==> config.mk <==
export PLATFORM = sky130hd
export DESIGN_NAME = uart_cmd_responder
export DESIGN_NICKNAME = d
export VERILOG_FILES = /design/src/rtl/uart_cmd_pkg.sv /design/src/rtl/uart_resp_sequencer.sv /design/src/rtl/uart_cmd_responder.sv
export SDC_FILE = /design/constraint.sdc
export NUM_CORES = 1
export LEC_CHECK = 0
export CORE_ASPECT_RATIO = 1.2
export CORE_UTILIZATION = 55
export DETAILED_ROUTE_END_ITERATION = 12
export PLACE_DENSITY = 0.78
export SYNTH_ARGS = -nofsm -noshare
export SYNTH_HDL_FRONTEND = slang
export SYNTH_SLANG_ARGS = --single-unit
export TNS_END_PERCENT = 5
==> constraint.sdc <==
create_clock -name clk -period 2.4 [get_ports clk]
set_input_delay 0.72 -clock clk [delete_from_list [all_inputs] [get_ports clk]]
set_output_delay 0.72 -clock clk [all_outputs]
set_load 0.02 [all_outputs]
==> src/rtl/uart_cmd_pkg.sv <==
`default_nettype none
// ============================================================================
// Module      : uart_cmd_pkg
// Description : Shared constants for the UART command responder: response
//               FSM state encoding, ASCII command/response characters and a
//               helper that selects the byte to send for a given index.
// Revision    : 1.0 - initial release
// ============================================================================
package uart_cmd_pkg;

    // Response FSM state encoding
    localparam int unsigned ST_W = 3;
    localparam logic [ST_W-1:0] ST_IDLE    = 3'd0;
    localparam logic [ST_W-1:0] ST_LOAD    = 3'd1;
    localparam logic [ST_W-1:0] ST_START   = 3'd2;
    localparam logic [ST_W-1:0] ST_WAIT_HI = 3'd3;
    localparam logic [ST_W-1:0] ST_WAIT_LO = 3'd4;

    // Command keys (upper case; received bytes are folded before compare)
    localparam logic [7:0] CMD_RUN    = 8'h52;  // 'R'
    localparam logic [7:0] CMD_STOP   = 8'h53;  // 'S'
    localparam logic [7:0] CMD_TOGGLE = 8'h54;  // 'T'
    localparam logic [7:0] CMD_CLEAR  = 8'h43;  // 'C'

    // Response characters
    localparam logic [7:0] CHR_CR  = 8'h0D;
    localparam logic [7:0] CHR_LF  = 8'h0A;
    localparam logic [7:0] CHR_ERR = 8'h3F;     // '?'

    // Clearing bit5 folds lower-case letters onto upper case
    localparam logic [7:0] CASE_MASK = 8'hDF;

    // Byte idx of the 3-byte response: echoed char, CR, LF
    function automatic logic [7:0] resp_byte(input logic [7:0] chr,
                                             input logic [1:0] idx);
        logic [7:0] b;
        case (idx)
            2'd0:    b = chr;
            2'd1:    b = CHR_CR;
            default: b = CHR_LF;
        endcase
        return b;
    endfunction

endpackage
`default_nettype wire

==> src/rtl/uart_resp_sequencer.sv <==
`default_nettype none
// ============================================================================
// Module      : uart_resp_sequencer
// Description : Response FSM. Pops one response char from the pending buffer
//               and sends char/CR/LF through the transmitter handshake,
//               waiting for tx_busy to rise (or a timeout) and then fall
//               between bytes.
// Revision    : 1.0 - initial release
// ============================================================================
module uart_resp_sequencer
    import uart_cmd_pkg::*;
#(
    parameter int BUSY_TIMEOUT = 16
) (
    input  logic       clk,
    input  logic       rst,
    input  logic       buf_vld,
    input  logic [7:0] buf_chr,
    input  logic       tx_busy,
    output logic       buf_pop,
    output logic       tx_start,
    output logic [7:0] tx_data,
    output logic       seq_busy
);

    localparam logic [7:0] C_TMO_LAST = 8'(BUSY_TIMEOUT - 1);

    logic [ST_W-1:0] r_state;
    logic [1:0]      r_idx;
    logic [7:0]      r_tmo;
    logic [7:0]      r_chr;
    logic            r_tx_start;
    logic [7:0]      r_tx_data;

    // Response FSM with registered tx handshake outputs
    always_ff @(posedge clk or posedge rst) begin
        if (rst) begin
            r_state    <= ST_IDLE;
            r_idx      <= 2'd0;
            r_tmo      <= 8'd0;
            r_chr      <= 8'h00;
            r_tx_start <= 1'b0;
            r_tx_data  <= 8'h00;
        end else begin
            // tx_start is a single-cycle pulse; START is never re-entered
            // on the cycle right after it fires.
            r_tx_start <= 1'b0;
            case (r_state)
                ST_IDLE: begin
                    if (buf_vld) r_state <= ST_LOAD;
                end
                ST_LOAD: begin
                    r_chr   <= buf_chr;
                    r_idx   <= 2'd0;
                    r_state <= ST_START;
                end
                ST_START: begin
                    if (!tx_busy) begin
                        r_tx_start <= 1'b1;
                        r_tx_data  <= resp_byte(r_chr, r_idx);
                        r_tmo      <= 8'd0;
                        r_state    <= ST_WAIT_HI;
                    end
                end
                ST_WAIT_HI: begin
                    // A transmitter that never reports busy is assumed to
                    // have taken the byte once the timeout elapses.
                    if (tx_busy || (r_tmo == C_TMO_LAST)) begin
                        r_state <= ST_WAIT_LO;
                    end else begin
                        r_tmo <= r_tmo + 8'd1;
                    end
                end
                ST_WAIT_LO: begin
                    if (!tx_busy) begin
                        if (r_idx == 2'd2) begin
                            r_state <= ST_IDLE;
                        end else begin
                            r_idx   <= r_idx + 2'd1;
                            r_state <= ST_START;
                        end
                    end
                end
                default: r_state <= ST_IDLE;
            endcase
        end
    end

    assign buf_pop  = (r_state == ST_LOAD);
    assign seq_busy = (r_state != ST_IDLE);
    assign tx_start = r_tx_start;
    assign tx_data  = r_tx_data;

endmodule
`default_nettype wire

==> src/rtl/uart_cmd_responder.sv <==
`default_nettype none
// ============================================================================
// Module      : uart_cmd_responder
// Description : Decodes single-character ASCII commands received over the
//               UART into counter run/clear controls and queues a 3-byte
//               echo response (char, CR, LF) for the transmitter.
// Revision    : 1.0 - initial release
// ============================================================================
module uart_cmd_responder
    import uart_cmd_pkg::*;
#(
    parameter int ECHO_EN      = 1,
    parameter int BUSY_TIMEOUT = 16
) (
    input  logic       clk,
    input  logic       rst,
    input  logic [7:0] rx_data,
    input  logic       rx_done,
    input  logic       tx_busy,
    output logic       tx_start,
    output logic [7:0] tx_data,
    output logic       run,
    output logic       clear,
    output logic       resp_busy,
    output logic       ovf
);

    logic       r_rx_vld;
    logic [7:0] r_rx_byte;
    logic       r_run;
    logic       r_clear;
    logic       r_buf_vld;
    logic [7:0] r_buf_chr;
    logic       r_ovf;

    logic [7:0] w_key;
    logic       w_cmd_valid;
    logic [7:0] w_resp_chr;
    logic       w_push;
    logic       w_pop;
    logic       w_seq_busy;

    // Capture the received byte; decode acts on this registered copy
    always_ff @(posedge clk or posedge rst) begin
        if (rst) begin
            r_rx_vld  <= 1'b0;
            r_rx_byte <= 8'h00;
        end else begin
            r_rx_vld <= rx_done;
            if (rx_done) r_rx_byte <= rx_data;
        end
    end

    assign w_key = r_rx_byte & CASE_MASK;

    // Classify the captured byte and choose its response character
    always_comb begin
        w_cmd_valid = 1'b0;
        case (w_key)
            CMD_RUN, CMD_STOP, CMD_TOGGLE, CMD_CLEAR: w_cmd_valid = 1'b1;
            default:                                  w_cmd_valid = 1'b0;
        endcase
        w_resp_chr = w_cmd_valid ? r_rx_byte : CHR_ERR;
    end

    // Apply run/clear actions regardless of response activity
    always_ff @(posedge clk or posedge rst) begin
        if (rst) begin
            r_run   <= 1'b0;
            r_clear <= 1'b0;
        end else begin
            r_clear <= 1'b0;
            if (r_rx_vld) begin
                case (w_key)
                    CMD_RUN:    r_run   <= 1'b1;
                    CMD_STOP:   r_run   <= 1'b0;
                    CMD_TOGGLE: r_run   <= ~r_run;
                    CMD_CLEAR:  r_clear <= 1'b1;
                    default:    ;
                endcase
            end
        end
    end

    generate
        if (ECHO_EN != 0) begin : g_echo
            assign w_push = r_rx_vld;
        end else begin : g_no_echo
            assign w_push = 1'b0;
        end
    endgenerate

    // One-entry pending buffer; a pop in the same cycle frees the slot first
    always_ff @(posedge clk or posedge rst) begin
        if (rst) begin
            r_buf_vld <= 1'b0;
            r_buf_chr <= 8'h00;
            r_ovf     <= 1'b0;
        end else begin
            if (w_pop) r_buf_vld <= 1'b0;
            if (w_push) begin
                if (r_buf_vld && !w_pop) begin
                    // Keep the older response, flag the loss
                    r_ovf <= 1'b1;
                end else begin
                    r_buf_vld <= 1'b1;
                    r_buf_chr <= w_resp_chr;
                end
            end
        end
    end

    uart_resp_sequencer #(
        .BUSY_TIMEOUT (BUSY_TIMEOUT)
    ) u_seq (
        .clk      (clk),
        .rst      (rst),
        .buf_vld  (r_buf_vld),
        .buf_chr  (r_buf_chr),
        .tx_busy  (tx_busy),
        .buf_pop  (w_pop),
        .tx_start (tx_start),
        .tx_data  (tx_data),
        .seq_busy (w_seq_busy)
    );

    assign run       = r_run;
    assign clear     = r_clear;
    assign ovf       = r_ovf;
    assign resp_busy = w_seq_busy || r_buf_vld;

endmodule
`default_nettype wire

## Word level (Yosys, flattened, before mapping)

Cells that the tools add are included.

| operators by class | value |
|---|---|
| reductions and logical operators | 18 |
| multiplexer cells | 23 |
| bitwise gates (word level) | 3 |
| add/subtract/negate cells | 2 |
| equal/unequal tests | 17 |

Operators by type and width:

| kind | number |
|---|---|
| $pmux 8 s2 | 2 |
| $eq 7x6->1 const B | 4 |
| $mux 8 | 3 |
| $pmux 3 s5 | 1 |
| $mux 3 | 4 |
| $ne 2x2->1 const B | 5 |
| $add 8x1->8 const B | 1 |
| $eq 8x4->1 const B | 1 |
| $mux 1 | 8 |
| $reduce_and 2->1 | 4 |
| $eq 3x2->1 const B | 2 |
| $mux 2 | 3 |
| $reduce_and 3->1 | 2 |
| $reduce_bool 3->1 | 2 |
| $pmux 2 s2 | 1 |
| $reduce_and 4->1 | 1 |
| $reduce_bool 2->1 | 2 |
| $reduce_or 4->1 | 1 |
| $eq 3x1->1 const B | 1 |
| $eq 3x3->1 const B | 1 |
| $logic_not 3->1 | 1 |
| $not 1->1 | 3 |
| $pmux 1 s3 | 1 |
| $add 2x1->2 const B | 1 |
| other kinds (7) | 8 |

| word-level totals | value |
|---|---|
| word-level logic and storage cells | 76 |
| bits of input ports | 12 |
| register bits after elaboration | 51 |
| output and inout bits | 13 |

## Logic depth before layout (Yosys ltp)

| depth | value |
|---|---|
| depth after elaboration | 5 |
| gate-level depth with buffers | 6 |
| mapped depth without buffers | 5 |

## Modules after synthesis

Synthesis repeated with hierarchy kept, for this count alone.

| second synthesis, totals | value |
|---|---|
| cells, all modules | 208 |
| area, all modules | 2314.7 µm² |

Modules (own cells, without submodules):

| module | times used | seq. area each (µm²) | cells each | area an instance (µm²) |
|---|---|---|---|---|
| uart_resp_sequencer | 1 | 750.7 | 132 | 1420.1 |
| uart_cmd_responder | 1 | 525.5 | 76 | 894.6 |

## Worst setup path after synthesis

No wires, ideal clock.

| timing | value |
|---|---|
| path type | input to register |
| start point | in tx_busy |
| end point | reg u_seq.r_tmo[5] |
| buffers on the path | 0 |
| data arrival time | 1613 ps |
| required time | 2279 ps |
| stages on the path | 4 |
| path slack | 666 ps |
| setup time | 121 ps |
| cells stage by stage | nand4bb_1 -> a2111oi_0 -> xnor2_1 -> nor2_1 |

| between the ends | value |
|---|---|
| word-level cells in the longest chain between the ends | 3 |
| elaborated cells on any way between the ends | 4 |
| classes of those cells | eq/ne (2); reduce/logical (2) |

RTL lines:

| what | RTL line | text |
|---|---|---|
| start, declared | uart_cmd_responder.sv:19 | `input logic tx_busy,` |
| $logic_or 1x1->1 | uart_resp_sequencer.sv:68 | `if (tx_busy \|\| (r_tmo == C_TMO_LAST)) begin` |
| $ne 2x2->1 (no line) | - |  |
| $reduce_and 3->1 (no line) * | - |  |
| end signal, assigned | uart_resp_sequencer.sv:71 | `r_tmo <= r_tmo + 8'd1;` |
| end, declared | uart_resp_sequencer.sv:30 | `logic [7:0] r_tmo;` |

Every way passes the cells marked *; elsewhere a longest branch is shown, timed or not.
A chain may end at the register's enable or synchronous reset.

## Worst setup path in the final report

| timing | value |
|---|---|
| start point | reg u_seq.r_state[0] |
| end point | out resp_busy |

| between the ends | value |
|---|---|
| word-level cells in the longest chain between the ends | 2 |

RTL lines:

| what | RTL line | text |
|---|---|---|
| start, declared | uart_resp_sequencer.sv:28 | `logic [ST_W-1:0] r_state;` |
| start signal, assigned | uart_resp_sequencer.sv:38 | `r_state <= ST_IDLE;` |
| start signal, assigned | uart_resp_sequencer.sv:50 | `if (buf_vld) r_state <= ST_LOAD;` |
| start signal, assigned | uart_resp_sequencer.sv:55 | `r_state <= ST_START;` |
| $reduce_bool 3->1 | uart_resp_sequencer.sv:90 | `assign seq_busy = (r_state != ST_IDLE);` |
| $logic_or 1x1->1 | uart_cmd_responder.sv:130 | `assign resp_busy = w_seq_busy \|\| r_buf_vld;` |
| end, declared | uart_cmd_responder.sv:24 | `output logic resp_busy,` |

No other way between the ends.

==> out/summary.md <==
The share of synthesized area occupied by flip-flops and latches came out at 56.2%. The total power density per cell area is 987 mW/mm^2. Synthesized area per cell: 10.6 um^2. STA classifies the critical path endpoint as an output pin.

The tools report the start point of the critical path as u_seq.r_state[0]. Setup repair after global routing left no endpoint under its margin. The count of final max-slew check failures is 0, and the worst-case vdd ir drop is 0.488 mV. The cell depth of the worst flop-to-flop path is 5. The required time at the worst-slack endpoint came out at 1.68 ns. In the synthesized netlist, the number of instances is 215. The tools report the cell at the root of the clock tree as clkbuf_8. The number of placed instances with taps included is 294, and the total via count after detailed routing is 1,653.

The run gives 57.7% as the initial cell density of the core. After synthesis, the share of flip-flops with an asynchronous set or reset is 100%. Of all nets on the critical path, the largest fanout is 7. The final sum of negative setup slack is 0 ns, and the number of detailed-routing iterations run before antenna repair is 4. The ratio of cells with drive above 1 in the final layout was 12.9%. After synthesis, the cell types taking the most area are dfrtp_1 (56%), nand2_1 (7.6%), mux2_2 (4.0%). For this run, the post-layout net count is 263. For this block, the routed nets add up to 3870 um of wire.

The final critical-path share of the clock period is 93.6%. For this run, the number of standard cells in the final layout without fillers is 302. For this run, the slowest stage of the critical path takes 0.53 ns. The path class of the tightest hold or removal check is flip-flop to flip-flop. Across every metal layer, demand over resource in global routing totals 20.6%. The quantity of hold-fixing buffers added after cts is 0. Leaving out fill and tap cells, the most frequent cell in the layout is dfrtp_1.

The count of buffers added on input and output ports is 24. The run gives 0.53 ns as the internal reg-to-reg setup slack. Before CTS, the worst setup slack after placement is 0.131 ns.

The logs give 1.73 mW for the internal cell power and 0 for the residual antenna-violating net count after detailed routing. The tools report the clock sink count as 51. For the via count of the first global-routing pass, the log shows 1,536. The share of total power dissipated in sequential elements is 45.7%. The number of placement rows is 25, and the portion of total power attributed to the clock network is 19.2%. The slew at the pin closest to its max-slew limit is 0.705 ns.

For the worst clock skew, the log shows 0.00864 ns. Counting along the longest clock path gives a buffer depth of 2. Detailed placement ended at an HPWL of 2820 um.

The worst flop-to-flop path startpoint was u_seq.r_state[1]. At the later pin of the worst-skew pair, clock insertion delay measures 0.31 ns. In the synthesized netlist the dominant register cell turns out to be dfrtp_1. The tools report the antenna diode count as 0. The count of cells along the worst hold path came out at 2. The run gives 0.00271 mm^2 as the final instance area.

The post-CTS repair timing setup buffer count was 0; the post-synth design cell area was 0.00227 mm^2. The number of buffers inserted during clock tree synthesis came out at 5. On the final layout, the worst hold slack is 0.471 ns. The run gives 0.00128 mm^2 as the register area.

The run gives 48 as the number of different library cells in the post-synthesis netlist. Compared with the post-synthesis result, the final layout area differs by 19.3%. The die height was 72.4 um; the initial antenna violation count was 0. The top cell types in the final layout, fill and taps aside, are dfrtp_1 (51), nand2_1 (46), clkdlybuf4s50_1 (24), nor2_1 (14), a21oi_1 (12). TritonCTS built the clock tree.

The total power of the final layout came out at 2.68 mW. The area inside the core boundary is 0.00394 mm^2, and the last weighted congestion value of the routability-driven placer is 0.809. For this run, the top clock speed supported by timing is 445 MHz.

The Yosys warning count came out at 0. The filler cell count in the final layout is 335, and the share of total power consumed by net switching is 35.3%. Pin count of the biggest net entering global routing: 31. The number of nets in the synthesized netlist was 231.

The endpoint identified for the worst register-to-register timing path is r_buf_chr[1]. The setup-violating endpoint count in the final report was 0; the final core area utilization was 68.8%. The worst path needs 2.25 ns of the cycle, external delays included.

The analysis attributes to cell leakage a power of 1.23 nW. Clock-pin slew was measured on the worst setup and hold paths at 0.09 ns. The number of enable flip-flop cells after synthesis was 0; the number of levels in the clock H-tree was 2.

For the final-report hold violation count, the log shows 0. In this run, synthesis produced a sequential element count of 51. The cell with the largest stage delay on the worst path was clkdlybuf4s50_1. The switching component of the power is 0.945 mW. The total global routing overflow came out at 0.

The average detailed-routed wire length per instance was 12.8 um; the part of the power in combinational logic was 35.1%. For the number of maximum-capacitance violations, the log shows 0. Using the TritonRoute via totals, the vias-per-cell ratio works out to 5.47. The die is 60.7 um wide.

The worst setup path is launched from a flip-flop. The cell type contributing the most total cell area after synthesis was dfrtp_1. For the I/O pin count, the log shows 25. The portion of synthesized cell area occupied by the leading cell type came out at 56.2%. STA puts the critical path data arrival time at 1.53 ns. Setup slack closes at 0.154 ns.

The overall die area came out at 0.00439 mm^2. Wire length of the first global-routing pass: 6670 um. The most critical setup path has its endpoint at resp_busy. In this run the cell area measured after placement is 0.00261 mm^2. For the number of DRC violations after detailed-routing iteration 0, the log shows 83.

The run finished with clean final reports. The signal on the critical path passes through nor2_2 > nand2_1 > clkdlybuf4s50_1. The worst setup path is of the flip-flop to output pin kind.

The combined area of the multi-input logic cells is 937 um^2. The tools report the DRC violation count after routing as 0. Headroom to the max-slew limit came out at 52.6%.
cells by family after synthesis:
logic type	synth area share (%)
AND/OR/NAND/NOR	19.8
flip-flops	56.2
AO/OA/AOI/OAI	12.2
buffers and inverters	2.70
multiplexers	5.73
adder cells (fa/ha/maj)	2.20
XOR/XNOR	1.16
how the worst min path moves through the flow:
stage	to	start	slack, ns
after floorplan	u_seq.r_chr[7]	r_buf_chr[7]	0.43
after global placement	u_seq.tx_data[6]	u_seq.tx_data[6]	0.45
after detailed placement	u_seq.tx_data[7]	u_seq.tx_data[7]	0.46
after CTS	u_seq.tx_data[7]	u_seq.tx_data[7]	0.48
after global routing	u_seq.tx_data[7]	u_seq.tx_data[7]	0.50
final	u_seq.r_chr[7]	r_buf_chr[7]	0.47
per-layer routing:
metal  wire length [um]  share of wire (%)  track usage [%]  vias to the layer above
li1                   -                  -                -                      812
met1               1670                 43             23.7                      803
met2               2030                 52             35.4                       31
met3                114                2.9             5.53                        7
met4                 61                1.6             8.59                        0
met5                  0                  0                0                        -
state kept, by name, indices dropped and copies added, names as in the netlist:
register        flops
r_rx_vld            1
ovf                 1
run                 1
clear               1
u_seq.tx_data       8
r_buf_vld           1
u_seq.tx_start      1
u_seq.r_tmo         8
u_seq.r_chr         8
u_seq.r_idx         2
r_rx_byte           8
r_buf_chr           8
u_seq.r_state       3
Yosys cell counts (3+ instances only):
cell type	count
nand2_1	46
o21ai_0	5
dfrtp_1	51
xnor2_1	3
inv_1	7
nor2_1	15
a21o_1	3
nand3_1	9
a21oi_1	12
mux2i_1	4
clkbuf_1	4
o22a_1	3
mux2_2	8
ha_1	4
worst max-delay path: cells and delay by family, from the launching register on:
kind | cells | cell delay (ns)
AND/OR/NAND/NOR | 2 | 0.25
flip-flops | 1 | 0.44
buffers and inverters | 1 | 0.53
cell type report:
class	instances	area share (%)
flip-flops and latches	51	47.1
multi-input cells	150	34.6
repair buffers	31	11.3
clock buffers	7	3.18
well taps	54	2.49
inverters	8	1.11
clock inverters	1	0.323
what timing repair did:
| item | in CTS | in global routing |
|---|---|---|
| setup endpoints to repair | 0 | 1 |
| hold endpoints to repair | 0 | 0 |
| gates resized for setup | 0 | 1 |
power by group through the flow:
stage / logic [mW] / clock network [mW] / registers [mW]
final: 0.938 / 0.514 / 1.22
after global routing: 1.06 / 0.555 / 1.25
after CTS: 0.951 / 0.527 / 1.22
after detailed placement: 0.948 / 0 / 1.24
after global placement: 0.933 / 0 / 1.23
after floorplan: 0.588 / 0 / 1.28
Power figures use the tool's default switching activity.
